[src/rtl/monox_out_pingpong_seq.sv]
`default_nettype none
// +--------------------------------------------------------------------------+
// | Module  : monox_out_pingpong_seq                                         |
// | Brief   : Ping-pong capture of monox yellow/green write streams with a   |
// |           start/done handshake to the next hyper-block stage.            |
// |           Optional write-count checker: define PP_WRCHECK_EN.            |
// | Revision: 1.0                                                            |
// +--------------------------------------------------------------------------+
module monox_out_pingpong_seq #(
  parameter int DATA_WIDTH  = 64,
  parameter int INDEX_WIDTH = 13,
  parameter int ADDR_WIDTH  = INDEX_WIDTH - 1,
  parameter int POWER_WIDTH = 4
) (
  input  logic                    clk,
  input  logic                    rst_n,
  input  logic [POWER_WIDTH-1:0]  i_n,
  input  logic [4*DATA_WIDTH-1:0] i_data_y,
  input  logic [4*DATA_WIDTH-1:0] i_data_g,
  input  logic [4*ADDR_WIDTH-1:0] i_addr_y,
  input  logic [4*ADDR_WIDTH-1:0] i_addr_g,
  input  logic [3:0]              i_we_y,
  input  logic [3:0]              i_we_g,
  input  logic                    i_done_up,
  output logic                    o_ready_up,
  output logic [4*DATA_WIDTH-1:0] o_data_y,
  output logic [4*DATA_WIDTH-1:0] o_data_g,
  output logic [4*ADDR_WIDTH-1:0] o_addr_y,
  output logic [4*ADDR_WIDTH-1:0] o_addr_g,
  output logic [3:0]              o_we_y0,
  output logic [3:0]              o_we_g0,
  output logic [3:0]              o_we_y1,
  output logic [3:0]              o_we_g1,
  output logic                    o_start_dn,
  output logic                    o_rdsel_dn,
  output logic [POWER_WIDTH-1:0]  o_n_dn,
  input  logic                    i_done_dn,
  output logic                    o_err
);

  typedef enum logic [1:0] {
    ST_EMPTY = 2'd0,
    ST_FILL  = 2'd1,
    ST_FULL  = 2'd2,
    ST_DRAIN = 2'd3
  } bank_state_t;

  bank_state_t            r_state [2];
  logic [POWER_WIDTH-1:0] r_n     [2];
  logic                   r_wb;
  logic                   r_rb;

  logic       w_ready;
  logic [3:0] w_we_y;
  logic [3:0] w_we_g;
  logic       w_wr_any;
  logic       w_close;
  logic       w_start;
  logic       w_free;

  assign w_ready    = (r_state[r_wb] == ST_EMPTY) || (r_state[r_wb] == ST_FILL);
  assign o_ready_up = w_ready;
  assign w_we_y     = i_we_y & {4{w_ready}};
  assign w_we_g     = i_we_g & {4{w_ready}};
  assign w_wr_any   = |{w_we_y, w_we_g};
  assign w_close    = i_done_up & w_ready;
  // Only one bank may be draining, so the read bank is the only DRAIN candidate.
  assign w_start    = (r_state[r_rb] == ST_FULL) &&
                      (r_state[0] != ST_DRAIN) && (r_state[1] != ST_DRAIN);
  assign w_free     = i_done_dn & (r_state[r_rb] == ST_DRAIN);

  always_ff @(posedge clk or negedge rst_n) begin
    if (!rst_n) begin
      r_state[0] <= ST_EMPTY;
      r_state[1] <= ST_EMPTY;
      r_n[0]     <= '0;
      r_n[1]     <= '0;
      r_wb       <= 1'b0;
      r_rb       <= 1'b0;
      o_data_y   <= '0;
      o_data_g   <= '0;
      o_addr_y   <= '0;
      o_addr_g   <= '0;
      o_we_y0    <= '0;
      o_we_g0    <= '0;
      o_we_y1    <= '0;
      o_we_g1    <= '0;
      o_start_dn <= 1'b0;
      o_rdsel_dn <= 1'b0;
      o_n_dn     <= '0;
    end else begin
      o_data_y <= i_data_y;
      o_data_g <= i_data_g;
      o_addr_y <= i_addr_y;
      o_addr_g <= i_addr_g;
      o_we_y0  <= r_wb ? 4'h0 : w_we_y;
      o_we_g0  <= r_wb ? 4'h0 : w_we_g;
      o_we_y1  <= r_wb ? w_we_y : 4'h0;
      o_we_g1  <= r_wb ? w_we_g : 4'h0;

      if (w_wr_any && (r_state[r_wb] == ST_EMPTY)) begin
        r_state[r_wb] <= ST_FILL;
      end
      // Close wins over the EMPTY->FILL step so a write in the closing cycle lands in a FULL bank.
      if (w_close) begin
        r_state[r_wb] <= ST_FULL;
        r_n[r_wb]     <= i_n;
        r_wb          <= ~r_wb;
      end

      o_start_dn <= w_start;
      if (w_start) begin
        r_state[r_rb] <= ST_DRAIN;
        o_rdsel_dn    <= r_rb;
        o_n_dn        <= r_n[r_rb];
      end

      if (w_free) begin
        r_state[r_rb] <= ST_EMPTY;
        r_rb          <= ~r_rb;
      end
    end
  end

`ifdef PP_WRCHECK_EN
  localparam int CNT_W = INDEX_WIDTH + 2;

  function automatic logic [CNT_W-1:0] f_pop4(input logic [3:0] v);
    return CNT_W'(v[0]) + CNT_W'(v[1]) + CNT_W'(v[2]) + CNT_W'(v[3]);
  endfunction

  logic [CNT_W-1:0] r_cnt [2];
  logic [CNT_W-1:0] w_total;
  logic [31:0]      w_target;

  // Lane-writes in the closing cycle belong to the closing bank, so they count toward the check.
  assign w_total  = r_cnt[r_wb] + f_pop4(w_we_y) + f_pop4(w_we_g);
  assign w_target = 32'd1 << (32'(i_n) + 32'd1);

  always_ff @(posedge clk or negedge rst_n) begin
    if (!rst_n) begin
      r_cnt[0] <= '0;
      r_cnt[1] <= '0;
      o_err    <= 1'b0;
    end else begin
      if (w_wr_any) begin
        r_cnt[r_wb] <= w_total;
      end
      if (w_free) begin
        r_cnt[r_rb] <= '0;
      end
      if (w_close && (32'(w_total) != w_target)) begin
        o_err <= 1'b1;
      end
      if (!w_ready && (|{i_we_y, i_we_g} || i_done_up)) begin
        o_err <= 1'b1;
      end
    end
  end
`else
  assign o_err = 1'b0;
`endif

endmodule
`default_nettype wire

[config.mk]
export PLATFORM = sky130hd
export DESIGN_NAME = monox_out_pingpong_seq
export DESIGN_NICKNAME = d
export VERILOG_FILES = /design/src/rtl/monox_out_pingpong_seq.sv
export SDC_FILE = /design/constraint.sdc
export NUM_CORES = 1
export LEC_CHECK = 0
export CORE_AREA = 2 2 496 498
export DETAILED_ROUTE_END_ITERATION = 6
export DIE_AREA = 0 0 498 500
export PLACE_DENSITY = 0.3
export SYNTH_ARGS = -nofsm -noshare
export SYNTH_HDL_FRONTEND = slang
export SYNTH_SLANG_ARGS = --single-unit
[constraint.sdc]
create_clock -name clk -period 4.9 [get_ports clk]
set_clock_uncertainty 0.2 [all_clocks]
set_input_delay 1.225 -clock clk [delete_from_list [all_inputs] [get_ports clk]]
set_output_delay 1.225 -clock clk [all_outputs]
set_load 0.01 [all_outputs]
Yosys cells after proc, flatten, opt, wreduce, memory -nomap -nowiden
Cells that the tools add are included.

Register bits after elaboration: 644. Latch bits: 0. Memory bits (writable): 0. Memory bits (read-only): 0. Input port bits: 624. Output and inout port bits: 632. Logic and storage cells: 75. Memories kept: 0.

$add $sub $neg: 0. Multiply operators: 0. Divide/modulo/power cells: 0. Magnitude comparators: 4. Equality and inequality tests: 5. Shift-type cells: 0. Muxes and demuxes: 24. Bitwise gates (word level): 17. Reduce and logical (&&, ||, !) cells: 8.

Operator list (count): $mux W4 (12); $mux W2 (8); $and A4 B4 Y4 (3); $bwmux W8 (1); $reduce_or A8 Y1 (1); $logic_and A1 B1 Y1 (5); $and A2 B2 Y2 (2); $demux W2 S1 (2); $demux W4 S1 (1); $eq A2 B2 Y1 const B (2); $ge A2 B2 Y1 const B (2); $lt A2 B1 Y1 const B (2); $ne A2 B2 Y1 const B (2); $not A1 Y2 (2); $not A2 Y2 (2); $not A4 Y4 (1); $or A2 B2 Y2 (2); $or A4 B4 Y4 (1); $and A1 B1 Y1 (2); $eq A2 B1 Y1 const B (1); $logic_not A2 Y1 (1); $not A1 Y1 (2); $logic_or A1 B1 Y1 (1).

Logic depth before layout (Yosys ltp)
Gate-level depths: netlist of run 1.

Word-level depth: 16. Depth in mapped cells: 4. Gate-level depth less buffers: 3.

Worst setup path before layout of run 1
Ideal clock, no wire load.

Path type: input port to flip-flop. Start point: in i_we_y[0]. End point: reg r_state[0] (netlist bit). Setup time: 0.126 ns. Arrival time: 1.960 ns. Data required time: 4.574 ns. Setup slack: 2.614 ns. Stages on the path: 3. Buffers on the path: 0. Cell sequence: nor4_1 > a21oi_1 > o311a_1.

Cells in the longest elaborated chain, start to end: 10.

RTL lines: from (decl) (line 22) `input logic [3:0] i_we_y,`; $and A4 B4 Y4 (*) (line 63) `assign w_we_y = i_we_y & {4{w_ready}};`; $reduce_or A8 Y1 (*) (line 65) `assign w_wr_any = |{w_we_y, w_we_g};`; $logic_and A1 B1 Y1 (*) (line 101) `if (w_wr_any && (r_state[r_wb] == ST_EMPTY)) begin`; $mux W4 (*) (line 101); $and A2 B2 Y2 (no source line); $mux W4 (*) (line 105) `if (w_close) begin`; $or A4 B4 Y4 (no source line); $mux W4 (*) (line 112) `if (w_start) begin`; $and A4 B4 Y4 (no source line); $mux W4 (*) (line 118) `if (w_free) begin`; to (decl) (line 48) `bank_state_t r_state [2];`.

Every way passes the cells marked *; elsewhere a longest branch is shown, timed or not. A chain may end at the register's enable or synchronous reset.

Worst setup path in the final report of run 1
Start point: reg o_data_g[98]. End point: out o_data_g[98].

RTL lines: from (decl) (line 27) `output logic [4*DATA_WIDTH-1:0] o_data_g,`; from (signal assigned) (line 93) `o_data_g <= i_data_g;`.

No word-level cell between the ends.

==> impl_metrics.ini, run 1 <==
[outcome]
status = finished clean

[drt]
ant_nets = 0
post_drt_wl_per_cell_um = 33.8
drc = 0
drt_pass1_iterations = 4
drt_iter0_drc = 528
via_count = 13300
vias_per_cell = 2.43
drt-total-wl_um = 185000

[sta]
period_share = 0.770
layout_setup_ws_ps = 1130
fin_crit_ps = 3770
clock.fmax_mhz = 265
rsz0062_at_grt = no
finalHoldViolCount = 0
setup_viol = 0
setup_tns_ps = 0
tightest_slew_ps = 882
maxSlewViolCount = 0
slew_headroom = 0.412

[clocking]
postCtsSetupBuffers = 0
cts_sinks = 644
hold_buffers = 0
clk-insertion-delay-late_ps = 720
cts_resized = 0
ctsRootBufferMaster = clkbuf_16
clk_path_buf_depth = 3
htree_levels = 3
numCtsBuffers = 93
cts_tree = yes
clk_pin_slew_worst_paths_ps = 60

[logic_synthesis]
yosysUniqueCellTypes = 29
synth-simple-area-share = 0.0136
syn_nets = 1347
synth_ff_type = dfrtp_1
synthCells = 723
synth_top_family_by_area = simple AND/OR/NAND/NOR gates
async_reset_ff_frac = 1.00
ys_warn_count = 0
synth_edf_count = 0
yosysSeqAreaShare = 0.965
synth_seq_cells = 644
netlist_area_mm2 = 0.0167
synth_mux_area_frac = 0.0126
synth-xor-area-share = 0
synth_area_per_cell_um2 = 23.1
synth_compound_area_frac = 0.00607
synth_adder_area_share = 0

[floorplan]
rows = 182
initial_utilization = 0.0683
die-area_mm2 = 0.249
die_w_um = 498
die_y_um = 500
core-area_mm2 = 0.244
ios = 1256

[hold_path]
hold_path.class = flip-flop to flip-flop
hold_end = r_n[3]
hp-start = r_n[3]
min_path_cells = 1

[critical_path]
crit_path_start_kind = flip-flop
required_ps = 3470
cp-end-kind = primary output
cp_num_buf_inv = 1
critPathMaxFanout = 1
ff2ff_setup_slack_ps = 3030
cp_top_family = flip-flops
reg2reg_from = r_state[1]
path_cells = clkdlybuf4s50_1
crit_slowest_cell = dfrtp_1
slowest_delay_ps = 870
rr_endpoint = r_n[1]
crit_type = flip-flop to primary output
reg2reg_depth = 3
crit_arrival_ps = 2350

[global_routing]
overflow = 0
antenna_found_initial = 260
grt_usage = 0.145
grt_max_degree = 84
grt_pass1_wl_um = 219000
grt_pass1_vias = 14500

[cells_and_area]
utilization = 0.151
area_delta_synth_final_pct = 122
nets = 2716
nFillCells = 27100
fin_cells = 5469
drive_above_1_share = 0.0887

[placed_design]
placed_cells = 5217
place_congestion = 0.791
io_buffers = 1254
hpwl_um = 164000
post-place-ws_ps = 1710

[pwr]
p_leak_nw = 14.5
finalPower_mw = 15.4
ir_worst_vdd_uv = 271
power.density_mw_per_mm2 = 417

[flow_run]
drv_cap = 0
==> stage by stage <==
stage                     hold WS [ps]  instance area (um^2)
after floorplan                    259                 16700
after global placement             272                 33500
after detailed placement           279                 33500
after CTS                          293                 36800
after global routing               309                 36900
final                              288                 37000
==> worst max path at each step <==
stage | to | from | depth (start not counted) | slack (ps)
after floorplan | r_state[0] | i_we_y[0] | 3 | 2610
after global placement | o_data_g[98] | o_data_g[98] | 1 | 1700
after detailed placement | o_data_g[98] | o_data_g[98] | 1 | 1710
after CTS | o_data_g[98] | o_data_g[98] | 1 | 860
after global routing | o_data_g[98] | o_data_g[98] | 1 | 990
final | o_data_g[98] | o_data_g[98] | 1 | 1130
==> cells by family after synthesis <==
logic type,count (synthesis)
buffers and inverters,7
and+or+nand+nor,40
muxes,17
DFF,644
AOI/OAI and AO/OA,14
other,1
==> synthesized netlist by cell type, types with 2 or more instances <==
| cell type | n | area share |
|---|---|---|
| buf_2 | 2 | 0.00060 |
| nor4_1 | 2 | 0.00075 |
| nand2_1 | 9 | 0.0020 |
| mux2_4 | 5 | 0.0045 |
| o21ai_0 | 4 | 0.0012 |
| nand3b_1 | 2 | 0.00090 |
| nor2_1 | 2 | 0.00045 |
| nand2b_1 | 3 | 0.0011 |
| mux2_1 | 4 | 0.0027 |
| mux2_2 | 8 | 0.0054 |
| and2_1 | 16 | 0.0060 |
| inv_1 | 3 | 0.00067 |
| a21oi_1 | 4 | 0.0012 |
| dfrtp_1 | 644 | 0.97 |
==> registers in the layout, summed over array words and instances, names as in the netlist, 8 cells and up <==
| register | flops |
|---|---|
| o_addr_g | 48 |
| r_n | 8 |
| o_addr_y | 48 |
| o_data_y | 256 |
| o_data_g | 256 |
==> layout by cell type (no fill, tap or decap), types with 2 or more instances in the layout <==
cell / n
clkinv_4: 6
clkbuf_16: 94
nand2b_1: 3
a21oi_1: 4
buf_4: 17
mux2_1: 4
o21ai_0: 4
nor2_1: 2
bufinv_16: 13
clkbuf_1: 16
nor4_1: 2
nand2_1: 9
diode_2: 84
inv_16: 3
and2_1: 16
buf_12: 7
clkinvlp_4: 2
inv_1: 3
mux2_2: 8
dfrtp_1: 644
inv_6: 2
nand3b_1: 2
clkdlybuf4s50_1: 1253
clkinv_2: 14
mux2_4: 5
clkbuf_8: 17
==> metal layers <==
metal / global-route usage / wire length, um / vias to the layer above
met2: 0.206 / 76100 / 1255
met3: 0.123 / 34700 / 433
met4: 0.0462 / 5220 / 64
li1: - / - / 5162
met1: 0.159 / 68600 / 6392
met5: 0 / 453 / -
==> where the power goes <==
part | internal, mW | switching (mW) | total, mW
clock | 4.48 | 2.85 | 7.33
sequential | 5.69 | 0.212 | 5.90
combinational | 1.15 | 1.04 | 2.20
==> final cells by class <==
| class | count | area [um^2] | area share |
|---|---|---|---|
| Clock inverter | 41 | 636 | 0.0172 |
| Sequential cell | 644 | 16100 | 0.435 |
| Clock buffer | 127 | 2650 | 0.0715 |
| Antenna cell | 84 | 210 | 0.00568 |
| Inverter | 3 | 11.3 | 0.000304 |
| Tap cell | 3220 | 4030 | 0.109 |
| Timing Repair Buffer | 1278 | 12800 | 0.346 |
| Multi-Input combinational cell | 72 | 542 | 0.0146 |
(Power assumes the default switching activity.)
==> inputs of run 2 (changes only) <==
Settings changed: CORE_AREA 2 2 496 498 to 2 2 483 485, DIE_AREA 0 0 498 500 to 0 0 485 487.
Clock period 4.9 ns to 3 ns, I/O delays scaled along.
==> run 2 against run 1 <==
  * Sequential share of layout area is 0.22 points higher
  * Via count is 0.83% lower
  * Clock power is 57% higher
  * Die area is 5.1% lower
  * Hold slack worse by 20 ps
  * First-iteration DRC count is 4.5% lower
  * Largest cell class unchanged
  * Core utilization is 0.77 points higher
  * Final cell count is 3.3% lower
  * Non-clock buffer count is 18 higher
==> impl_metrics.ini, run 2 (synthesized netlist as in run 1, its figures left out) <==
[cells_and_area]
ff_latch_area_mm2 = 0.0161
nFillCells = 25400
multi_input_area_um2 = 552
area_delta_synth_final_pct = 121
fin_area_mm2 = 0.0368
reg_top3 = o_data_g: 256 flops, o_data_y: 256 flops
layout_common_cells = 1252 x clkdlybuf4s50_1, 644 x dfrtp_1, 92 x clkbuf_16
nets = 2731
drive_above_1_share = 0.0972
final_common_cell = clkdlybuf4s50_1

[placed_design]
io_buffers = 1254
placed_cell_area_mm2 = 0.0335
place_congestion = 0.796
hpwl_um = 159000

[pwr]
p_leak_nw = 14.5
internal-power_mw = 18.2
p_sw_frac = 0.269
power.density_mw_per_mm2 = 675
power_frac_clock = 0.464
seq_power_share = 0.387
ir_worst_vdd_uv = 361
switching_power_mw = 6.67
combPwrFrac = 0.149

[global_routing]
grt_usage = 0.148
grt_max_degree = 85
grt_pass1_vias = 14500
antenna_found_initial = 211
overflow = 0
grt_pass1_wl_um = 213000

[clocking]
cts_tree = yes
cts_sinks = 644
ctsRootBufferMaster = clkbuf_16
clk_pin_slew_worst_paths_ps = 60
clk_path_buf_depth = 3
numCtsBuffers = 90
postCtsSetupBuffers = 0
htree_levels = 3
clk-insertion-delay-late_ps = 700

[sta]
setup_viol = 0
clock.fmax_mhz = 353
rsz0062_at_grt = no
finalHoldViolCount = 0
hold_slack_ps = 267
period_share = 0.943
slew_headroom = 0.591
maxSlewViolCount = 0
fin_crit_ps = 2830
tightest_slew_ps = 608

[floorplan]
die_w_um = 485
rows = 177
core-area_mm2 = 0.231
die-area_mm2 = 0.236
initial_utilization = 0.0721
ios = 1256
die_y_um = 487

[drt]
vias_per_cell = 2.50
ant_nets = 0
drc = 0
drt-total-wl_um = 179000
post_drt_wl_per_cell_um = 33.9
drt_iter0_drc = 504
drt_pass1_iterations = 4
via_count = 13200

[hold_path]
hold_path.class = input pin to flip-flop
hp-start = i_data_y[92]
min_path_cells = 1
hold_end = o_data_y[92]

[critical_path]
critPathMaxFanout = 1
cp_num_buf_inv = 1
cp-end-kind = primary output
reg2reg_from = r_rb
rr_endpoint = o_n_dn[3]
required_ps = 2050
ff2ff_setup_slack_ps = 1160
slowest_delay_ps = 830
crit_slowest_cell = clkdlybuf4s50_1
cp_top_family = buffers and inverters
reg2reg_depth = 3
crit_path_start_kind = flip-flop
path_cells = clkdlybuf4s50_1
crit_type = flip-flop to primary output
crit_arrival_ps = 1880

[outcome]
status = finished clean

[flow_run]
drv_cap = 0
run 2: changes by cell type in the layout (fill, tap and decap cells not counted), sizes merged:
cell / change
buf: +17
clkbuf: -6
dlygate4sd3: +1
dlygate4sd2: +1
bufinv: -2
clkinvlp: +6
clkdlybuf4s50: -1
diode: -21
run 2: worst register-to-register path: cells and delay by family, from the launching register on:
kind           cells  cell delay [ps]
AO/OA/AOI/OAI      1              280
flip-flops         1              560
multiplexers       2              670
run 2: area by class of cell:
class                   count  area share
multi-input cells          72      0.0150
clock inverters            45      0.0154
flip-flops and latches    644       0.438
well taps                3043       0.103
inverters                   3    0.000306
repair buffers           1296       0.354
diodes                     63     0.00428
clock buffers             121      0.0698
run 2: stage by stage:
stage	total power [mW]	util	TNS (ps)	std cells	worst slack, ps
after floorplan	10.4	-	0	723	1190
after detailed placement	13.5	0.145	0	5057	5.44
after CTS	25.5	0.158	0	5224	56.6
after global routing	26.1	0.159	0	5228	8.06
after global placement	13.6	0.145	-91.6	5057	-81.0
final	24.9	0.159	0	5287	170
run 2: metal layers:
layer  GRT usage  part of all wire
met1       0.162              0.37
met2       0.222              0.43
met3       0.122              0.18
met4      0.0289             0.023
met5           0            0.0021
run 2: worst max path at each step:
stage                        startpoint            end  cells past startpoint  slack (ps)
after CTS                 o_data_y[188]  o_data_y[188]                      1          60
after detailed placement      i_we_g[0]     r_state[0]                      5           5
after global routing      o_data_y[188]  o_data_y[188]                      1           8
after floorplan               i_we_y[0]     r_state[0]                      3        1190
final                     o_data_g[245]  o_data_g[245]                      1         170
after global placement        i_we_g[0]     r_state[0]                      5         -80
run 2: power by group through the flow:
| stage | registers (mW) | logic, mW | clock network [mW] |
|---|---|---|---|
| 3_5_place_dp | 9.75 | 3.80 | 0 |
| 4_1_cts | 9.62 | 3.82 | 12.1 |
| 2_1_floorplan | 9.92 | 0.480 | 0 |
| 5_1_grt | 9.68 | 3.98 | 12.4 |
| 6_report | 9.61 | 3.71 | 11.5 |
| 3_3_place_gp | 9.75 | 3.87 | 0 |
run 2: repair_timing:
item	CTS	global route
gates resized for setup	3	0
setup endpoints to repair	1	0
hold buffers	1	0
endpoints found under the hold margin	23	0
==> inputs of run 3 (changes only) <==
Settings changed: ABC_AREA set to 1.
==> run 3 against run 2 <==
  * Core utilization about the same
  * Sequential cell count unchanged
  * Highest routed layer unchanged
  * Worst setup slack improved by 54 ps
  * First-iteration DRC count decreased by 20%
  * Power about the same
  * Critical path depth increased by 4
  * Critical path type unchanged
==> impl_metrics.ini, run 3 <==
[clocking]
cts_tree = yes
ctsRootBufferMaster = clkbuf_16
cts_sinks = 644
numCtsBuffers = 91
clk-insertion-delay-late_ps = 730
clk_pin_slew_worst_paths_ps = 60
clk_path_buf_depth = 3
htree_levels = 3

[drt]
via_count = 13300
drt-total-wl_um = 167000
vias_per_cell = 2.50
ant_nets = 0
drt_iter0_drc = 403
drt_pass1_iterations = 4
drc = 0
post_drt_wl_per_cell_um = 31.4

[logic_synthesis]
syn_nets = 1395
synth.most_common_cell = dfrtp_1
synthTopCellsByCount = 644 x dfrtp_1, 46 x nand2_1, 24 x inv_1
synth_area_leader_cell = dfrtp_1
synth_ff_type = dfrtp_1
synth_top_cell_area_share = 0.966
synth_edf_count = 0
synth_seq_cells = 644
ys_warn_count = 0
yosysUniqueCellTypes = 19
yosysSeqAreaShare = 0.966
synth_area_per_cell_um2 = 21.6
synthCells = 771
netlist_area_mm2 = 0.0167
synth.area.top_cells = dfrtp_1 97%, nand2_1 1.0%, inv_1 0.54%
async_reset_ff_frac = 1.00

[placed_design]
place_congestion = 0.853
hpwl_um = 147000
io_buffers = 1254
placed_cell_area_mm2 = 0.0335

[pwr]
finalPower_mw = 24.9
power.density_mw_per_mm2 = 674
combPwrFrac = 0.145
switching_power_mw = 6.75
seq_power_share = 0.384
p_leak_nw = 14.7
power_frac_clock = 0.472
ir_worst_vdd_uv = 449
internal-power_mw = 18.1
p_sw_frac = 0.271

[global_routing]
grt_max_degree = 77
antenna_found_initial = 199
grt_usage = 0.139
overflow = 0
grt_pass1_vias = 14600
grt_pass1_wl_um = 202000

[hold_path]
min_path_cells = 1
hold_path.class = input pin to flip-flop

[critical_path]
crit_arrival_ps = 1830
critPathMaxFanout = 5
crit_path_start_kind = flip-flop
reg2reg_depth = 4
cp_num_buf_inv = 3
cp_top_family = buffers and inverters
slowest_delay_ps = 440
path_cells = inv_2 > nand2_1 > nand2_1 > inv_1 > dlygate4sd2_1
cp-end-kind = primary output
crit_type = flip-flop to primary output
path_depth = 5
required_ps = 2050
crit_top_cell = nand2_1
crit_slowest_cell = dfrtp_2

[sta]
setup_tns_ps = 0
hold_slack_ps = 256
rsz0062_at_grt = no
fin_crit_ps = 2780
period_share = 0.925
slew_headroom = 0.576
setup_viol = 0
maxSlewViolCount = 0
tightest_slew_ps = 634
finalHoldViolCount = 0
clock.fmax_mhz = 360

[cells_and_area]
area_delta_synth_final_pct = 121
layout_common_cells = 1252 x clkdlybuf4s50_1, 643 x dfrtp_1, 91 x clkbuf_16
final_common_cell = clkdlybuf4s50_1
nFillCells = 25500
multi_input_area_um2 = 445
ff_latch_area_mm2 = 0.0161
nets = 2786
reg_top3 = o_data_g: 256 flops, o_data_y: 256 flops
drive_above_1_share = 0.0944
fin_area_mm2 = 0.0369

[floorplan]
initial_utilization = 0.0721
ios = 1256
core-area_mm2 = 0.231
die-area_mm2 = 0.236
die_w_um = 485
rows = 177
die_y_um = 487

[outcome]
status = finished clean

[flow_run]
drv_cap = 0
run 3: changes by cell type in the layout (fill, tap and decap cells not counted), sizes merged, moves of 3 or more:
cell	change
nand3	+5
clkbuf	+6
inv	+26
clkinv	-4
and2	-16
nand2	+38
mux2	-17
buf	+4
nand2b	-3
o21ai	+7
nor2	+23
diode	-13
run 3: metal layers:
layer	vias to the layer above	routed length (um)	global-route usage	part of all wire
li1	5265	-	-	-
met4	34	4080	0.0297	0.024
met1	6396	64100	0.158	0.38
met3	380	27500	0.0985	0.16
met5	-	230	0	0.0014
met2	1220	71400	0.209	0.43
run 3: metrics by stage:
step / instances / setup slack, ps / util
after global placement: 5109 / 474 / 0.145
final: 5328 / 224 / 0.159
after global routing: 5280 / 67.2 / 0.159
after floorplan: 771 / 1390 / -
after CTS: 5278 / 103 / 0.159
after detailed placement: 5109 / 535 / 0.145
run 3: power groups by stage:
stage          combinational, mW  clock (mW)  sequential (mW)
2_1_floorplan              0.455           0             9.88
6_report                    3.59        11.7             9.55
3_5_place_dp                3.68           0             9.69
3_3_place_gp                3.76           0             9.69
5_1_grt                     3.88        12.6             9.61
4_1_cts                     3.72        12.3             9.56
run 3: area by class of cell:
cell class	count	area share
antenna	50	0.00339
clock buffer	127	0.0716
clock inverter	39	0.0168
inverter	29	0.00302
multi-input combinational	96	0.0121
sequential	644	0.437
tap	3043	0.103
timing repair buffer	1300	0.353
run 3: logic make-up after synthesis:
family                 synth area share
AO/OA/AOI/OAI                   0.00600
buffers and inverters           0.00780
flip-flops                        0.966
other                          0.000225
AND/OR/NAND/NOR                  0.0205
run 3: path summary, 6_finish.rpt:
kind	startpoint	endpoint	slack, ps
worst max-delay path	r_wb	o_ready_up	220
worst min-delay path	i_addr_g[19]	o_addr_g[19]	260
worst max register to register	r_wb	o_we_g0[2]	1060
worst min register to register	r_n[5]	o_n_dn[1]	280
max in group asynchronous	rst_n	r_wb	1210
min in group asynchronous	rst_n	o_data_g[50]	310
run 3: timing repair:
item	CTS	global route
buffers inserted	2	0
resized for setup	2	0
endpoints found under the setup margin	1	0
hold endpoints to repair	26	0
hold buffers	1	0
